--- config.mk ---
export PLATFORM = sky130hd
export DESIGN_NAME = psub16_pipe
export DESIGN_NICKNAME = d
export VERILOG_FILES = /design/src/rtl/psub16_pipe.sv
export SDC_FILE = /design/constraint.sdc
export NUM_CORES = 1
export LEC_CHECK = 0
export CORE_UTILIZATION = 45
export DETAILED_ROUTE_END_ITERATION = 6
export DONT_BUFFER_PORTS = 1
export HOLD_SLACK_MARGIN = 0.06
export SETUP_SLACK_MARGIN = 0.02
export SLEW_MARGIN = 15
export SYNTH_ARGS = -nofsm -noshare
export SYNTH_HDL_FRONTEND = slang
export SYNTH_SLANG_ARGS = --single-unit
export TNS_END_PERCENT = 100
--- constraint.sdc ---
create_clock -name clk -period 1.8 [get_ports clk]
set_input_delay 0.18 -clock clk [delete_from_list [all_inputs] [get_ports clk]]
set_output_delay 0.18 -clock clk [all_outputs]
set_load 0.03 [all_outputs]
--- src/rtl/psub16_pipe.sv ---
// psub16_pipe: two-stage pipelined 16-bit subtractor with borrow-in/out and
// valid/ready handshakes. The borrow chain is split at the byte boundary.
// Optional zero/overflow flags are enabled by defining PSUB16_FLAGS_EN.
module psub16_pipe #(
  parameter int unsigned N = 16
) (
  input  logic         clk,
  input  logic         rst,
  input  logic         in_valid,
  output logic         in_ready,
  input  logic [N-1:0] A,
  input  logic [N-1:0] B,
  input  logic         Bin,
  output logic         out_valid,
  input  logic         out_ready,
  output logic [N-1:0] D,
  output logic         Bout,
  output logic         Z,
  output logic         V
);

  localparam int unsigned HW  = N / 2;
  localparam int unsigned HW1 = HW + 1;

  // Stage 1 registers: low byte result, byte borrow, upper operand bytes
  logic          s1_valid_q, s1_valid_d;
  logic [HW-1:0] s1_dlo_q,   s1_dlo_d;
  logic          s1_b8_q,    s1_b8_d;
  logic [HW-1:0] s1_ahi_q,   s1_ahi_d;
  logic [HW-1:0] s1_bhi_q,   s1_bhi_d;

  // Output register
  logic          out_valid_q, out_valid_d;
  logic [N-1:0]  d_q,         d_d;
  logic          bout_q,      bout_d;

  logic          s1_take_c;
  logic          s2_take_c;
  logic [HW:0]   lo_diff_c;
  logic [HW:0]   hi_diff_c;

  // Handshake advance conditions; in_ready never depends on in_valid
  assign s2_take_c = !out_valid_q || out_ready;
  assign s1_take_c = !s1_valid_q || s2_take_c;
  assign in_ready  = s1_take_c;

  // Byte-wide subtracts; the extra MSB is the borrow out of each byte
  assign lo_diff_c = {1'b0, A[HW-1:0]} - {1'b0, B[HW-1:0]} - HW1'(Bin);
  assign hi_diff_c = {1'b0, s1_ahi_q} - {1'b0, s1_bhi_q} - HW1'(s1_b8_q);

  // Next-state for both stages; held stages keep their contents
  always_comb begin
    s1_valid_d  = s1_valid_q;
    s1_dlo_d    = s1_dlo_q;
    s1_b8_d     = s1_b8_q;
    s1_ahi_d    = s1_ahi_q;
    s1_bhi_d    = s1_bhi_q;
    out_valid_d = out_valid_q;
    d_d         = d_q;
    bout_d      = bout_q;
    if (s1_take_c) begin
      s1_valid_d = in_valid;
      s1_dlo_d   = lo_diff_c[HW-1:0];
      s1_b8_d    = lo_diff_c[HW];
      s1_ahi_d   = A[N-1:HW];
      s1_bhi_d   = B[N-1:HW];
    end
    if (s2_take_c) begin
      out_valid_d = s1_valid_q;
      d_d         = {hi_diff_c[HW-1:0], s1_dlo_q};
      bout_d      = hi_diff_c[HW];
    end
  end

  // Pipeline state registers
  always_ff @(posedge clk or posedge rst) begin
    if (rst) begin
      s1_valid_q  <= 1'b0;
      s1_dlo_q    <= '0;
      s1_b8_q     <= 1'b0;
      s1_ahi_q    <= '0;
      s1_bhi_q    <= '0;
      out_valid_q <= 1'b0;
      d_q         <= '0;
      bout_q      <= 1'b0;
    end else begin
      s1_valid_q  <= s1_valid_d;
      s1_dlo_q    <= s1_dlo_d;
      s1_b8_q     <= s1_b8_d;
      s1_ahi_q    <= s1_ahi_d;
      s1_bhi_q    <= s1_bhi_d;
      out_valid_q <= out_valid_d;
      d_q         <= d_d;
      bout_q      <= bout_d;
    end
  end

  assign out_valid = out_valid_q;
  assign D         = d_q;
  assign Bout      = bout_q;

`ifdef PSUB16_FLAGS_EN
  // Flags are computed from the S1 operand sign bits of the same transaction
  logic z_q, z_d;
  logic v_q, v_d;

  // Flag next-state, loaded together with the output register
  always_comb begin
    z_d = z_q;
    v_d = v_q;
    if (s2_take_c) begin
      z_d = (hi_diff_c[HW-1:0] == '0) && (s1_dlo_q == '0);
      v_d = (s1_ahi_q[HW-1] != s1_bhi_q[HW-1]) &&
            (hi_diff_c[HW-1] != s1_ahi_q[HW-1]);
    end
  end

  // Flag registers
  always_ff @(posedge clk or posedge rst) begin
    if (rst) begin
      z_q <= 1'b0;
      v_q <= 1'b0;
    end else begin
      z_q <= z_d;
      v_q <= v_d;
    end
  end

  assign Z = z_q;
  assign V = v_q;
`else
  assign Z = 1'b0;
  assign V = 1'b0;
`endif

endmodule

==> run summary, run 1 <==
number of enable flip-flop cells after synthesis: 0
htree depth: 2
Multi-input gate area: 1440 um2
Hold WC Path Type: input pin to register
WP data required: 1980 ps
Worst Slack Setup Final: -224 ps
yosys warns: 0
hold path start: A[1]
crit start category: register
Root Buffer: clkbuf_8
Crit. End Element: register
Seq. cell area: 1100 um2
max incr delay on CP: 410 ps
Crit path buffers/inverters: 2
Max Root-Sink Buffers: 2
Setup WS pre-CTS: -316 ps
final period utilization: 1.12
initial core utilization: 0.471
status: finished with violations
dpl cell area: 2890 um2
Reg2Reg Depth: 9
Total GRT Usage: 0.183
design area: 3340 um2
CP Cell Sequence: fa_2 -> buf_4 -> buf_6 -> ha_4 -> and2_4 -> o21ai_1 -> a21oi_2 -> mux2i_1 -> nor2_1
fraction of registers with async set/reset: 1.00
Reg2Reg Setup Slack: -220 ps
Tmin final: 2020 ps
delay-heaviest family, CP: adder cells
clk_lat worst skew: 290 ps
vias: 1931
sequential share of the synthesized area: 0.419
Final Core Density: 0.598
Slew @ Worst Pin: 896 ps
most frequent cells in the layout: dfrtp_1, inv_1, nand2_1, ha_1, buf_4
GR Overflow Total: 0
Chip Width: 78.4 um
drt pass-1 iters: 4
Setup Skew: 7.62 ps
PortBufs: 0
pwr dens: 1120 nW/um2
failing checks: negative setup slack
Yosys top cell by area: dfrtp_1
dpl hpwl: 3720 um
RD Place Congestion: 0.801
total power: 3.73 mW
Mapped Area: 2630 um2
non-filler instance count after layout: 398
data arrival time of the worst path: 2210 ps
Synth cell types: 37
endpoints failing hold: 0
vias in the first global route: 1915
Crit Path Max Fanout: 2
antenna violations before repair: 0
fill count: 490
Layout area overhead: 27.1%
Max Cap Violations: 0
r2r endpoint: D[15]
Worst VDD drop: 0.000549 V
TritonCTS buffer count: 5
Net count, final: 394
Synth Flop Type: dfrtp_1
Post-Syn Instances: 282
antenna cells: 0
largest net degree at the start of global routing: 38
Slowest cell on crit path: dfrtp_1
DR vias/cell: 4.85
die height: 78.4 um
Final setup viols: 6
Yosys reg bits: 44
routed len/inst: 12.8 um
Leak: 1.62 nW
critical path class: register to register
# rows: 27
Cells after DPL: 367
TritonCTS Sinks: 44
first-pass GRT wire length: 8800 um
layout cell share with drive strength beyond 1: 0.190
CTS tree: built
fmax: 494 MHz
final WL: 5080 um
die area: 6140 um2
Worst slew margin: 0.399
DR DRC count: 0
IO Count: 58
RSZ-0062 raised after global routing: yes
Core Footprint: 5570 um2
fin. max-slew vios: 0
RR Startpoint: s1_ahi_q[0]
CTS clk-pin slew, worst paths: 80 ps
post-synth top area share: 0.419
DRT iter0 DRCs: 49
ANT nets after route: 0
Synth area leaders: dfrtp_1, ha_1, inv_1
leading cell type in the layout, fill and taps excluded: dfrtp_1
average size of a mapped cell: 9.31 um2
WHS Endpoint: s1_dlo_q[0]
worst hold path depth: 2
==> metal layers <==
metal	part of all wire	vias up	global-route usage
met4	0.0094	0	0.0556
li1	-	992	-
met1	0.50	890	0.254
met3	0.040	5	0.0326
met2	0.45	44	0.291
met5	0	-	0
==> power breakdown <==
group / total (mW) / switching (mW) / internal (mW)
logic: 1.33 / 0.672 / 0.658
clock network: 0.728 / 0.316 / 0.412
registers: 1.67 / 0.445 / 1.23
total: 3.73 / 1.43 / 2.30
==> what timing repair did <==
| action | 4_1_cts | 5_1_grt |
|---|---|---|
| hold buffers | 18 | 0 |
| pin swaps | 16 | 8 |
| resized for setup | 14 | 10 |
| hold endpoints to repair | 41 | 0 |
| endpoints found under the setup margin | 6 | 7 |
| buffers inserted | 4 | 1 |
==> stage by stage <==
stage / TNS, ps / hold WS [ps]
2_1_floorplan: -385 / 288
3_3_place_gp: -963 / 191
3_5_place_dp: -1240 / 192
4_1_cts: -597 / 106
5_1_grt: -1390 / 105
6_report: -773 / 111
==> synth_stat cells (all sizes together) (4+ instances only) <==
| master | instances |
|---|---|
| nor2 | 17 |
| inv | 48 |
| ha | 28 |
| nand2 | 40 |
| o21ai | 20 |
| fa | 4 |
| nand2b | 5 |
| xnor2 | 7 |
| xor2 | 7 |
| a21oi | 20 |
| buf | 7 |
| dfrtp | 44 |
| mux2 | 8 |
==> cell families after synthesis <==
| group | share of synthesized area |
|---|---|
| fa+ha+maj | 0.164 |
| mux | 0.0381 |
| simple gates | 0.118 |
| compound gates | 0.125 |
| other cells | 0.00143 |
| buf+inv | 0.0867 |
| xor+xnor | 0.0467 |
| flops | 0.419 |
==> registers in the layout (all words and copies together) (netlist names) <==
| register | count |
|---|---|
| s1_b8_q | 1 |
| s1_ahi_q | 8 |
| out_valid | 1 |
| s1_bhi_q | 8 |
| D | 16 |
| s1_valid_q | 1 |
| Bout | 1 |
| s1_dlo_q | 8 |
==> layout make-up <==
cell class              count  area share
inverters                  48      0.0563
multi-input cells         181       0.432
clock inverters             2      0.0105
repair buffers             45       0.122
clock buffers               6      0.0218
well taps                  72      0.0270
flip-flops and latches     44       0.330
==> worst max path at each step <==
stage	startpoint	endpoint	slack, ps	cells past startpoint
CTS	s1_ahi_q[0]	Bout	-210	8
global placement	B[0]	s1_dlo_q[7]	-260	9
floorplan	B[0]	s1_dlo_q[7]	-180	9
finish	s1_ahi_q[0]	D[15]	-220	9
global route	s1_ahi_q[0]	D[15]	-320	9
detailed placement	B[0]	s1_dlo_q[7]	-320	9
No activity file was read; power rests on OpenSTA's default activity.
==> inputs of run 2 (changes only) <==
--- a/config.mk
+++ b/config.mk
@@ -5,7 +5,7 @@
 export SDC_FILE = /design/constraint.sdc
 export NUM_CORES = 1
 export LEC_CHECK = 0
-export CORE_UTILIZATION = 45
+export CORE_UTILIZATION = 49
 export DETAILED_ROUTE_END_ITERATION = 6
 export DONT_BUFFER_PORTS = 1
 export HOLD_SLACK_MARGIN = 0.06
==> constraint.sdc (replaced) <==
create_clock -name clk -period 2.35 [get_ports clk]
set_input_delay 0.235 -clock clk [delete_from_list [all_inputs] [get_ports clk]]
set_output_delay 0.235 -clock clk [all_outputs]
set_load 0.03 [all_outputs]
==> run 2 against run 1 <==
Against the previous run:
- the run now ends clean
- sequential share of layout area is 4.7 points higher
- wire length fell by 12%
- highest routed layer unchanged
- clock skew down 2.4 ps
- final cell count shrank 8.0%
- register-to-register slack improved by 430 ps
- combinational power is 44% lower
- clock-buffer cell count decreased by 1
- first-iteration DRC count rose by 88%
- worst hold slack lost 43 ps
- sequential power is 23% lower
- maximum frequency down 5.5%
- sequential cell count unchanged
==> run summary, run 2 (synthesized netlist as in run 1, its figures left out) <==
ANT nets after route: 0
crit start category: register
routed len/inst: 12.2 um
Layout area overhead: 11.2%
PortBufs: 0
pwr dens: 898 nW/um2
Hold WC Path Type: input pin to register
most frequent CP cell: ha_1
die height: 75.2 um
initial core utilization: 0.511
CTS tree: built
Core Footprint: 5140 um2
DR DRC count: 0
Setup Skew: 5.25 ps
drt pass-1 iters: 4
final WL: 4460 um
IO Count: 58
setup bufs post-CTS: 0
DRT iter0 DRCs: 92
CP Cell Sequence: ha_1 -> inv_1 -> ha_1 -> a21o_1 -> a31o_1 -> o41ai_2 -> xnor2_1 -> a21oi_1
antenna violations before repair: 0
total power: 2.62 mW
RSZ-0062 raised after global routing: no
TritonCTS buffer count: 5
Setup WS pre-CTS: 153 ps
design area: 2920 um2
largest net degree at the start of global routing: 45
fmax: 467 MHz
# rows: 26
max incr delay on CP: 390 ps
die area: 5650 um2
vias: 1793
Cells after DPL: 349
Leak: 1.46 nW
TritonCTS Sinks: 44
endpoints failing hold: 0
antenna cells: 0
Slew @ Worst Pin: 898 ps
Crit Path Max Fanout: 5
status: finished, final reports clean
Slowest cell on crit path: dfrtp_1
critical path class: register to register
delay-heaviest family, CP: compound AO/OA/AOI/OAI gates
RD Place Congestion: 0.713
Worst slew margin: 0.400
Chip Width: 75.2 um
data arrival time of the worst path: 2280 ps
Crit. End Element: register
dpl cell area: 2710 um2
Final setup viols: 0
Root Buffer: clkbuf_8
CTS clk-pin slew, worst paths: 80 ps
layout cell share with drive strength beyond 1: 0.0676
Reg2Reg Depth: 8
DR vias/cell: 4.90
fin. max-slew vios: 0
leading cell type in the layout, fill and taps excluded: inv_1
Total GRT Usage: 0.179
Max Cap Violations: 0
Final Core Density: 0.568
Crit path buffers/inverters: 1
non-filler instance count after layout: 366
dpl hpwl: 3300 um
WP data required: 2490 ps
Final TNS setup: 0 ps
max FFs per register: 16
vias in the first global route: 1670
Worst Hold Slack: 68.2 ps
Worst path depth: 8
most frequent cells in the layout: inv_1, dfrtp_1, nand2_1, ha_1, a21oi_1
first-pass GRT wire length: 7610 um
Net count, final: 364
htree depth: 2
final period utilization: 0.911
GR Overflow Total: 0
Max Root-Sink Buffers: 2
Worst Slack Setup Final: 209 ps
Worst VDD drop: 0.000475 V
Tmin final: 2140 ps
worst hold path depth: 2
clk_lat worst skew: 290 ps
## run 2: final cells by class
class	count	area, um2
clock buffers	5	68.8
clock inverters	3	46.3
fillers	494	2220
inverters	48	180
multi-input cells	181	1300
flip-flops and latches	44	1100
well taps	70	87.6
repair buffers	15	135
## run 2: power breakdown
group,internal (mW),switching (mW),leakage [nW]
Combinational,0.335,0.411,0.894
Clock,0.320,0.264,0.0548
Sequential,0.940,0.350,0.512
Total,1.60,1.02,1.46
## run 2: path summary, 6_finish.rpt
| kind | from | end | slack [ps] |
|---|---|---|---|
| worst max-delay path | s1_bhi_q[4] | Bout | 210 |
| worst min-delay path | A[9] | s1_ahi_q[1] | 70 |
| worst max register to register | s1_bhi_q[4] | Bout | 210 |
| worst min register to register | s1_dlo_q[0] | D[0] | 480 |
| max in group asynchronous | rst | s1_bhi_q[1] | 1200 |
| min in group asynchronous | rst | s1_ahi_q[7] | 590 |
## run 2: per-layer routing
metal | vias up | GRT usage | part of all wire
met4 | 0 | 0.0494 | 0.0049
met2 | 46 | 0.272 | 0.42
met5 | - | 0 | 0
met1 | 812 | 0.259 | 0.51
met3 | 2 | 0.0375 | 0.056
li1 | 933 | - | -
## run 2: what timing repair did
item | 4_1_cts | 5_1_grt
endpoints found under the hold margin | 52 | 0
hold buffers | 9 | 0
resized for setup | 0 | 0
==> inputs of run 3 (changes only) <==
--- a/config.mk
+++ b/config.mk
@@ -5,10 +5,13 @@
 export SDC_FILE = /design/constraint.sdc
 export NUM_CORES = 1
 export LEC_CHECK = 0
-export CORE_UTILIZATION = 49
+export CELL_PAD_IN_SITES_DETAIL_PLACEMENT = 2
+export CELL_PAD_IN_SITES_GLOBAL_PLACEMENT = 2
+export CORE_UTILIZATION = 41
 export DETAILED_ROUTE_END_ITERATION = 6
 export DONT_BUFFER_PORTS = 1
 export HOLD_SLACK_MARGIN = 0.06
+export PLACE_DENSITY_LB_ADDON = 0.1
 export SETUP_SLACK_MARGIN = 0.02
 export SLEW_MARGIN = 15
 export SYNTH_ARGS = -nofsm -noshare
==> run 3 against run 2 <==
Against the previous run:
- first-iteration DRC count down 48%
- combinational power up 9.0%
- wire length up 42%
- final cell count up 3.0%
- critical path depth up 1
- non-clock buffer count up 6
- via count up 9.9%
- sequential share of layout area down 0.98 points
- maximum frequency down 1.6%
- cell area up 2.7%
- global-route usage up 3.3 points
- setup slack worse by 35 ps
- critical endpoint unchanged
- largest power group unchanged
==> run summary, run 3 (synthesized netlist as in run 1, its figures left out) <==
TritonCTS Sinks: 44
vias in the first global route: 2033
PortBufs: 0
endpoints failing hold: 0
CP Cell Sequence: inv_1 -> fa_1 -> inv_1 -> fa_1 -> nand2_4 -> a31o_1 -> o41ai_2 -> xnor2_1 -> a21oi_1
CTS clk-pin slew, worst paths: 80 ps
die area: 6730 um2
setup bufs post-CTS: 0
max incr delay on CP: 460 ps
GR Overflow Total: 0
data arrival time of the worst path: 2350 ps
max FFs per register: 16
Total GRT Usage: 0.212
CTS tree: built
largest net degree at the start of global routing: 45
htree depth: 2
Setup Skew: 7.36 ps
Slew @ Worst Pin: 918 ps
total power: 2.70 mW
status: finished, final reports clean
most frequent cells in the layout: inv_1, dfrtp_1, nand2_1, ha_1, a21oi_1
cts hold-fix bufs: 14
Hold WC Path Type: input pin to register
DR vias/cell: 5.23
routed len/inst: 16.8 um
Slowest cell on crit path: fa_1
antenna cells: 0
Worst slew margin: 0.387
leading cell type in the layout, fill and taps excluded: inv_1
Layout area overhead: 14.2%
initial core utilization: 0.433
Crit Path Max Fanout: 2
dpl hpwl: 4190 um
Final TNS setup: 0 ps
Chip Width: 82.0 um
# rows: 28
Crit. End Element: register
die height: 82.0 um
final WL: 6320 um
drt pass-1 iters: 4
cts repair resizes: 0
ANT nets after route: 0
vias: 1970
DR DRC count: 0
layout cell share with drive strength beyond 1: 0.0629
RD Place Congestion: 0.688
Net count, final: 370
final period utilization: 0.926
Leak: 1.49 nW
Max Cap Violations: 0
clk_lat worst skew: 300 ps
antenna violations before repair: 0
first-pass GRT wire length: 10400 um
crit start category: register
critical path class: register to register
Final setup viols: 0
Core Footprint: 6060 um2
Tmin final: 2180 ps
Max Root-Sink Buffers: 2
IO Count: 58
pwr dens: 900 nW/um2
TritonCTS buffer count: 5
fmax: 459 MHz
fin. max-slew vios: 0
RSZ-0062 raised after global routing: no
DRT iter0 DRCs: 48
WP data required: 2530 ps
Worst VDD drop: 0.000458 V
Root Buffer: clkbuf_8
run 3: critical path: cells and delay by family (launching register included):
family	cells	cell delay, ps
fa+ha+maj	2	720
buf+inv	2	160
simple gates	1	60
compound gates	3	580
flops	1	380
xor+xnor	1	160
run 3: path summary, 6_finish.rpt:
path	from	to	slack, ps	depth (start not counted)
max	s1_b8_q	Bout	170	9
min	A[9]	s1_ahi_q[1]	100	2
max reg2reg	s1_b8_q	Bout	170	9
min reg2reg	s1_dlo_q[2]	D[2]	490	2
max in group asynchronous	rst	s1_bhi_q[1]	1190	2
min in group asynchronous	rst	s1_bhi_q[7]	590	2
run 3: layout make-up:
| type | count | area (um2) |
|---|---|---|
| fill | 699 | 3060 |
| multi-input combinational | 181 | 1300 |
| sequential | 44 | 1100 |
| timing repair buffer | 21 | 210 |
| inverter | 48 | 180 |
| tap | 75 | 93.8 |
| clock buffer | 5 | 68.8 |
| clock inverter | 3 | 42.5 |
run 3: power breakdown:
group	internal (mW)	total, mW	switching (mW)
registers	0.941	1.30	0.356
logic	0.352	0.813	0.461
clock network	0.315	0.587	0.272
total	1.61	2.70	1.09
run 3: routing by layer:
| layer | wire (um) | global-route usage | up-vias | part of all wire |
|---|---|---|---|---|
| li1 | - | - | 940 | - |
| met5 | 0 | 0 | - | 0 |
| met4 | 65 | 0.0474 | 0 | 0.010 |
| met1 | 2840 | 0.275 | 978 | 0.45 |
| met3 | 263 | 0.0522 | 8 | 0.042 |
| met2 | 3150 | 0.355 | 44 | 0.50 |
run 3: metrics by stage:
step / area, um2 / instances / util / hold WS [ps] / setup WS, ps
2_1_floorplan: 2630 / 283 / - / 343 / 262
3_3_place_gp: 2730 / 353 / 0.450 / 347 / 175
3_5_place_dp: 2730 / 353 / 0.450 / 353 / 68.9
4_1_cts: 2980 / 375 / 0.491 / 66.2 / 202
5_1_grt: 3000 / 377 / 0.494 / 98.4 / 51.3
6_report: 3000 / 377 / 0.494 / 103 / 173
